===== src/rtl/ula_arbiter.sv =====
`default_nettype none
// ============================================================================
// Module   : ula_arbiter
// Purpose  : Two-requester round-robin arbiter that sequences commands onto a
//            single shared combinational 6-bit ULA. Each requester owns one
//            response slot holding result and flags until it is consumed.
// Revision : 1.0 - initial release
// ============================================================================
module ula_arbiter #(
    parameter logic PRIO_RESET = 1'b0
) (
    input  logic       clk,
    input  logic       rst_n,
    // Requester 0
    input  logic       req_valid_0,
    output logic       req_ready_0,
    input  logic [5:0] req_a_0,
    input  logic [5:0] req_b_0,
    input  logic [3:0] req_s_0,
    output logic       rsp_valid_0,
    input  logic       rsp_ready_0,
    output logic [5:0] rsp_o_0,
    output logic       rsp_c_0,
    output logic       rsp_z_0,
    // Requester 1
    input  logic       req_valid_1,
    output logic       req_ready_1,
    input  logic [5:0] req_a_1,
    input  logic [5:0] req_b_1,
    input  logic [3:0] req_s_1,
    output logic       rsp_valid_1,
    input  logic       rsp_ready_1,
    output logic [5:0] rsp_o_1,
    output logic       rsp_c_1,
    output logic       rsp_z_1,
    // Shared ULA
    output logic [5:0] ula_a,
    output logic [5:0] ula_b,
    output logic [3:0] ula_s,
    output logic       ula_r,
    input  logic [5:0] ula_o,
    input  logic       ula_c,
    input  logic       ula_z
);

    // Op stage: the command currently driving the ULA
    logic       r_op_v;
    logic       r_op_id;
    logic [5:0] r_op_a;
    logic [5:0] r_op_b;
    logic [3:0] r_op_s;
    // Last requester granted; the other one wins the next contended grant
    logic       r_last;

    logic       w_elig_0;
    logic       w_elig_1;
    logic       w_grant_0;
    logic       w_grant_1;

    // Eligibility and round-robin grant; one outstanding command per requester
    always_comb begin
        w_elig_0  = req_valid_0 && !rsp_valid_0 && !(r_op_v && (r_op_id == 1'b0));
        w_elig_1  = req_valid_1 && !rsp_valid_1 && !(r_op_v && (r_op_id == 1'b1));
        w_grant_0 = w_elig_0 && (!w_elig_1 || (r_last == 1'b1));
        w_grant_1 = w_elig_1 && (!w_elig_0 || (r_last == 1'b0));
    end

    assign req_ready_0 = w_grant_0;
    assign req_ready_1 = w_grant_1;

    // Op stage load on accept; otherwise the stage empties after one cycle
    always_ff @(posedge clk or negedge rst_n) begin
        if (!rst_n) begin
            r_op_v  <= 1'b0;
            r_op_id <= 1'b0;
            r_op_a  <= '0;
            r_op_b  <= '0;
            r_op_s  <= '0;
            r_last  <= ~PRIO_RESET;
        end else if (w_grant_0) begin
            r_op_v  <= 1'b1;
            r_op_id <= 1'b0;
            r_op_a  <= req_a_0;
            r_op_b  <= req_b_0;
            r_op_s  <= req_s_0;
            r_last  <= 1'b0;
        end else if (w_grant_1) begin
            r_op_v  <= 1'b1;
            r_op_id <= 1'b1;
            r_op_a  <= req_a_1;
            r_op_b  <= req_b_1;
            r_op_s  <= req_s_1;
            r_last  <= 1'b1;
        end else begin
            r_op_v  <= 1'b0;
        end
    end

    // Response slots: capture ULA outputs at the end of an op, clear on consume.
    // Eligibility keeps a slot empty while its own op executes, so capture and
    // consume never collide on the same slot.
    always_ff @(posedge clk or negedge rst_n) begin
        if (!rst_n) begin
            rsp_valid_0 <= 1'b0;
            rsp_o_0     <= '0;
            rsp_c_0     <= 1'b0;
            rsp_z_0     <= 1'b0;
            rsp_valid_1 <= 1'b0;
            rsp_o_1     <= '0;
            rsp_c_1     <= 1'b0;
            rsp_z_1     <= 1'b0;
        end else begin
            if (r_op_v && (r_op_id == 1'b0)) begin
                rsp_valid_0 <= 1'b1;
                rsp_o_0     <= ula_o;
                rsp_c_0     <= ula_c;
                rsp_z_0     <= ula_z;
            end else if (rsp_ready_0) begin
                rsp_valid_0 <= 1'b0;
            end
            if (r_op_v && (r_op_id == 1'b1)) begin
                rsp_valid_1 <= 1'b1;
                rsp_o_1     <= ula_o;
                rsp_c_1     <= ula_c;
                rsp_z_1     <= ula_z;
            end else if (rsp_ready_1) begin
                rsp_valid_1 <= 1'b0;
            end
        end
    end

    // ULA is driven only while an op is in flight and held in reset otherwise
    assign ula_a = r_op_v ? r_op_a : 6'd0;
    assign ula_b = r_op_v ? r_op_b : 6'd0;
    assign ula_s = r_op_v ? r_op_s : 4'd0;
    assign ula_r = !r_op_v;

endmodule
`default_nettype wire

===== config.mk =====
export PLATFORM = sky130hd
export DESIGN_NAME = ula_arbiter
export DESIGN_NICKNAME = d
export VERILOG_FILES = /design/src/rtl/ula_arbiter.sv
export SDC_FILE = /design/constraint.sdc
export NUM_CORES = 1
export LEC_CHECK = 0
export CORE_MARGIN = 4
export CORE_UTILIZATION = 40
export CTS_CLUSTER_SIZE = 30
export DETAILED_ROUTE_END_ITERATION = 8
export PLACE_DENSITY = 0.79
export SLEW_MARGIN = 20
export SYNTH_ARGS = -nofsm -noshare
export SYNTH_HDL_FRONTEND = slang
export SYNTH_SLANG_ARGS = --single-unit

===== constraint.sdc =====
create_clock -name clk -period 2.6 [get_ports clk]
set_input_delay 0.78 -clock clk [delete_from_list [all_inputs] [get_ports clk]]
set_output_delay 0.78 -clock clk [all_outputs]
set_load 0.05 [all_outputs]

Word-level counts from Yosys, hierarchy flattened
Cells that the tools add are included.
Operators by class
  muxes and demuxes: 17
  bitwise gates (word level): 2
  reductions and logical operators: 20
Operators with widths (count)
  two-way mux 6 bit: 6
  two-way mux 4 bit: 3
  logical AND 1 bit: 8
  two-way mux 1 bit: 8
  zero test 1 bit: 7
  nonzero test 2 bit: 3
  logical OR 1 bit: 2
  inverter 1 bit: 2
Storage, ports and cells
  register bits: 37
  bits of input ports: 46
  output and inout port bits: 37
  word-level logic and storage cells: 53

Logic depth before layout (Yosys ltp)
  depth after elaboration: 9
  mapped depth: 6
  mapped depth without buffers: 3

Worst setup path after synthesis
OpenSTA, ideal clock, no wires.
  path kind: input to output
  start: input port req_valid_0
  end: output port req_ready_1
  arrival time: 1.757 ns
  data required time: 1.820 ns
  slack: 0.063 ns
  stages: 4
  path buffers: 2
  path through: nor2b_1 -> buf_6 -> a311oi_4 -> buf_4
Between the ends
  longest elaborated chain between the ends: 5
Ends and longest elaborated chain
  start, declared: line 15  | input logic req_valid_0,
  logical AND 1 bit (2 in a row): line 62  | w_elig_0 = req_valid_0 && !rsp_valid_0 && !(r_op_v && (r_op_id == 1'b0));
  zero test 1 bit: line 65  | w_grant_1 = w_elig_1 && (!w_elig_0 || (r_last == 1'b0));
  logical OR 1 bit: line 65
  logical AND 1 bit: line 65
  end, declared: line 27  | output logic req_ready_1,
No other way between the ends.

Final worst setup path
Same ends and word-level chain as after synthesis.

==> out/summary.txt <==
CLOCK NETWORK
-------------------------------------------------------------------------------------------
Maximum number of buffers from clock root to sink ............................            2
CTS clk-pin slew, worst paths ................................................      0.08 ns
Clock Latency Late Sink ......................................................      0.29 ns
TritonCTS Buffers ............................................................            5
Clock sinks ..................................................................           37
Clock tree from TritonCTS ....................................................        built
Number of H-tree levels ......................................................            2
Clock root buffer ............................................................     clkbuf_8

PLACEMENT
-------------------------------------------------------------------------------------------
Final weighted congestion in routability-driven placement ....................        0.700
Detailed-placement wirelength estimate .......................................      3180 um
Number of buffer cells added on primary ports ................................           82
Total placed cells including tap cells .......................................          275

SYNTHESIS
-------------------------------------------------------------------------------------------
Avg Inst Size Synth ..........................................................     11.7 um2
Sequential cell area fraction in the yosys report ............................        53.0%
Post-Synthesis Net Count .....................................................          195
Number of warnings reported in the yosys synthesis log .......................            0
Syn Inst Count ...............................................................          149
Cell area after synthesis ....................................................     1750 um2
Total of flip-flops plus latches after synthesis .............................           37
Count of unique library cells instantiated by Yosys ..........................           25

GLOBAL ROUTE
-------------------------------------------------------------------------------------------
Antenna violations before repair .............................................            0
Global route total overflow ..................................................            0
Overall fraction of global-route tracks in use ...............................        17.2%
Pin count of the biggest net entering global routing .........................           38
Vias in the first global route ...............................................        1,533
First-pass GRT wire length ...................................................      7080 um

SETUP PATH
-------------------------------------------------------------------------------------------
Worst Path Max Fanout ........................................................            3
Crit Path Class .............................................................. input pin to primary output
Arrival time worst endpoint ..................................................      1.65 ns
Launch instance of the worst register-to-register path ....................... r_op_v$_DFF_PN0_
Source of the critical timing path ...........................................  req_valid_0
Critical path endpoint .......................................................  req_ready_1
Slowest cell on the critical path ............................................     a311oi_4
Endpoint of the worst register-to-register path .............................. r_op_a[2]$_DFFE_PN0P_
Worst endpoint required time .................................................      1.82 ns
Worst-path cell chain ........................................................ dlygate4sd2_1 -> nor2b_4 -> a311oi_4 -> buf_6
Critical Path End Type ....................................................... primary output
Critical path's largest stage delay ..........................................      0.30 ns
Startpoint class of the critical path ........................................    input pin
Register-to-Register Setup Slack .............................................      0.98 ns
Worst reg2reg path depth .....................................................            4

STATUS
-------------------------------------------------------------------------------------------
Status ....................................................................... finished, final reports clean

TIMING
-------------------------------------------------------------------------------------------
Fmax .........................................................................      411 MHz
Clock tree skew after final layout ...........................................   0.00293 ns
Post-route minimum period ....................................................      2.43 ns
Setup repair after global routing missed its margin ..........................           no
Hold slack ...................................................................     0.509 ns
Hold Vio Cnt, Final ..........................................................            0
Number of max-slew violations in the final report ............................            0
Period utilization ...........................................................        93.6%
Worst relative slew slack ....................................................        46.1%
Transition time at the pin with the least slew margin ........................     0.809 ns
Final setup violation count ..................................................            0

JOB
-------------------------------------------------------------------------------------------
Max-capacitance violation count ..............................................            0

FLOORPLAN
-------------------------------------------------------------------------------------------
Number of I/O pins ...........................................................           83
Effective utilization at floorplan ...........................................        42.5%
Placeable core area ..........................................................     4120 um2
Width of the chip ............................................................      74.2 um
Die Span Y ...................................................................      74.2 um
Number of standard-cell rows in the floorplan ................................           23
Die outline area .............................................................     5500 um2

DRT
-------------------------------------------------------------------------------------------
Routed WL ....................................................................      4460 um
DRC violation count after routing ............................................            0
Total vias in the final route ................................................        1,478
Number of design-rule violations left by the first detailed-router iteration .           99
Vias per cell ................................................................         5.22
Average detailed-routed wire length per instance .............................      15.7 um
Routed Antenna Nets ..........................................................            0
Detailed-routing iteration count for the pre-antenna-repair pass .............            4

FINISH
-------------------------------------------------------------------------------------------
Fraction of final layout cells with drive strength greater than 1 ............        27.9%
Final-stage net count ........................................................          278
Commonest cells after routing, fill and taps aside ........................... clkdlybuf4s50_1 (60), dfrtp_1 (36), buf_4 (24)
Fin util .....................................................................        64.9%
Area growth, synth to finish .................................................        52.6%
Filler-free cell count of the finished design ................................          283
Leading cell type in the layout, fill and taps excluded ...................... clkdlybuf4s50_1
Antenna Diode Count ..........................................................            0

POWER
-------------------------------------------------------------------------------------------
Cell Pwr Density .............................................................  1500 nW/um2
Pwr Total ....................................................................      3.99 mW
Worst vdd rail ir drop .......................................................     0.897 mV
Cell leakage power ...........................................................      1.17 nW

HOLD PATH
-------------------------------------------------------------------------------------------
Worst hold path type ......................................................... register to register

## stage by stage
step | cell area [um2] | TNS [ns] | worst slack, ns
after detailed placement | 2570 | -0.339 | -0.186
after floorplan | 1750 | 0 | 0.0633
after global placement | 2570 | -0.353 | -0.196
final | 2670 | 0 | 0.167
after CTS | 2670 | 0 | 0.163
after global routing | 2670 | 0 | 0.138
## cells in the mapped netlist, drive strengths merged
| library cell | number | area share (%) |
|---|---|---|
| nand2 | 2 | 0.43 |
| and2b | 1 | 0.50 |
| dfstp | 1 | 1.5 |
| mux2 | 16 | 10 |
| a221o | 16 | 9.7 |
| nand2b | 2 | 1.1 |
| dfrtp | 36 | 51 |
| o21ai | 3 | 0.86 |
| and2 | 1 | 0.36 |
| a311oi | 1 | 1.5 |
| nor2b | 1 | 0.36 |
| buf | 11 | 4.5 |
| a21oi | 1 | 0.29 |
| nor2 | 19 | 4.1 |
| o311a | 1 | 0.57 |
| clkbuf | 2 | 0.43 |
| a221oi | 16 | 8.0 |
| inv | 19 | 4.1 |
## flip-flops by register name, indices dropped and copies added, names as in the netlist
register / cells
r_op_a: 6
r_op_b: 6
rsp_o_0: 6
rsp_o_1: 6
r_op_s: 4
r_last: 1
r_op_id: 1
r_op_v: 1
rsp_c_0: 1
rsp_c_1: 1
rsp_valid_0: 1
rsp_valid_1: 1
rsp_z_0: 1
rsp_z_1: 1
## layer usage
layer	share of wire [%]	track usage, %	vias up
met5	0	0	-
met4	1.3	4.23	0
met3	9.2	7.30	8
met2	48	28.6	57
met1	41	20.6	705
li1	-	-	708
## cells by family after synthesis
| group | Yosys count | synth area share [%] |
|---|---|---|
| AO/OA/AOI/OAI | 38 | 20.9 |
| buffers and inverters | 32 | 9.01 |
| flip-flops | 37 | 53.0 |
| multiplexers | 16 | 10.3 |
| AND/OR/NAND/NOR | 26 | 6.86 |
## worst min-delay path by stage
stage	slack [ns]	depth (start not counted)	end	from
2_1_floorplan	0.48	0	r_op_a[0]$_DFFE_PN0P_	rst_n
3_3_place_gp	0.49	1	rsp_o_1[4]$_DFFE_PN0P_	rsp_o_1[4]$_DFFE_PN0P_
3_5_place_dp	0.50	1	rsp_z_0$_DFFE_PN0P_	rsp_z_0$_DFFE_PN0P_
4_1_cts	0.52	1	rsp_z_0$_DFFE_PN0P_	rsp_z_0$_DFFE_PN0P_
5_1_grt	0.53	1	rsp_o_1[4]$_DFFE_PN0P_	rsp_o_1[4]$_DFFE_PN0P_
6_report	0.51	1	rsp_z_0$_DFFE_PN0P_	rsp_z_0$_DFFE_PN0P_
## repair_timing
action,in CTS,in global routing
gates resized for setup,6,0
setup buffers,1,0
setup endpoints to repair,2,0
hold buffers,0,0
hold endpoints to repair,0,0
## power breakdown
part	total [mW]	internal, mW	switching [mW]
registers	1.02	0.875	0.140
logic	2.57	0.956	1.62
clock network	0.406	0.188	0.218
## worst max-delay path: cells and delay by family
family                 cells  cell delay [ns]
AOI/OAI and AO/OA          1             0.30
buffers and inverters      2             0.44
and+or+nand+nor            1             0.14
## final cells by class
| type | count | area [um2] |
|---|---|---|
| clock buffer | 5 | 68.8 |
| sequential | 37 | 927 |
| timing repair buffer | 89 | 835 |
| clock inverter | 3 | 22.5 |
| inverter | 19 | 71.3 |
| multi-input combinational | 80 | 684 |
| tap | 50 | 62.6 |
| fill | 342 | 1440 |
Power figures use the tool's default switching activity.
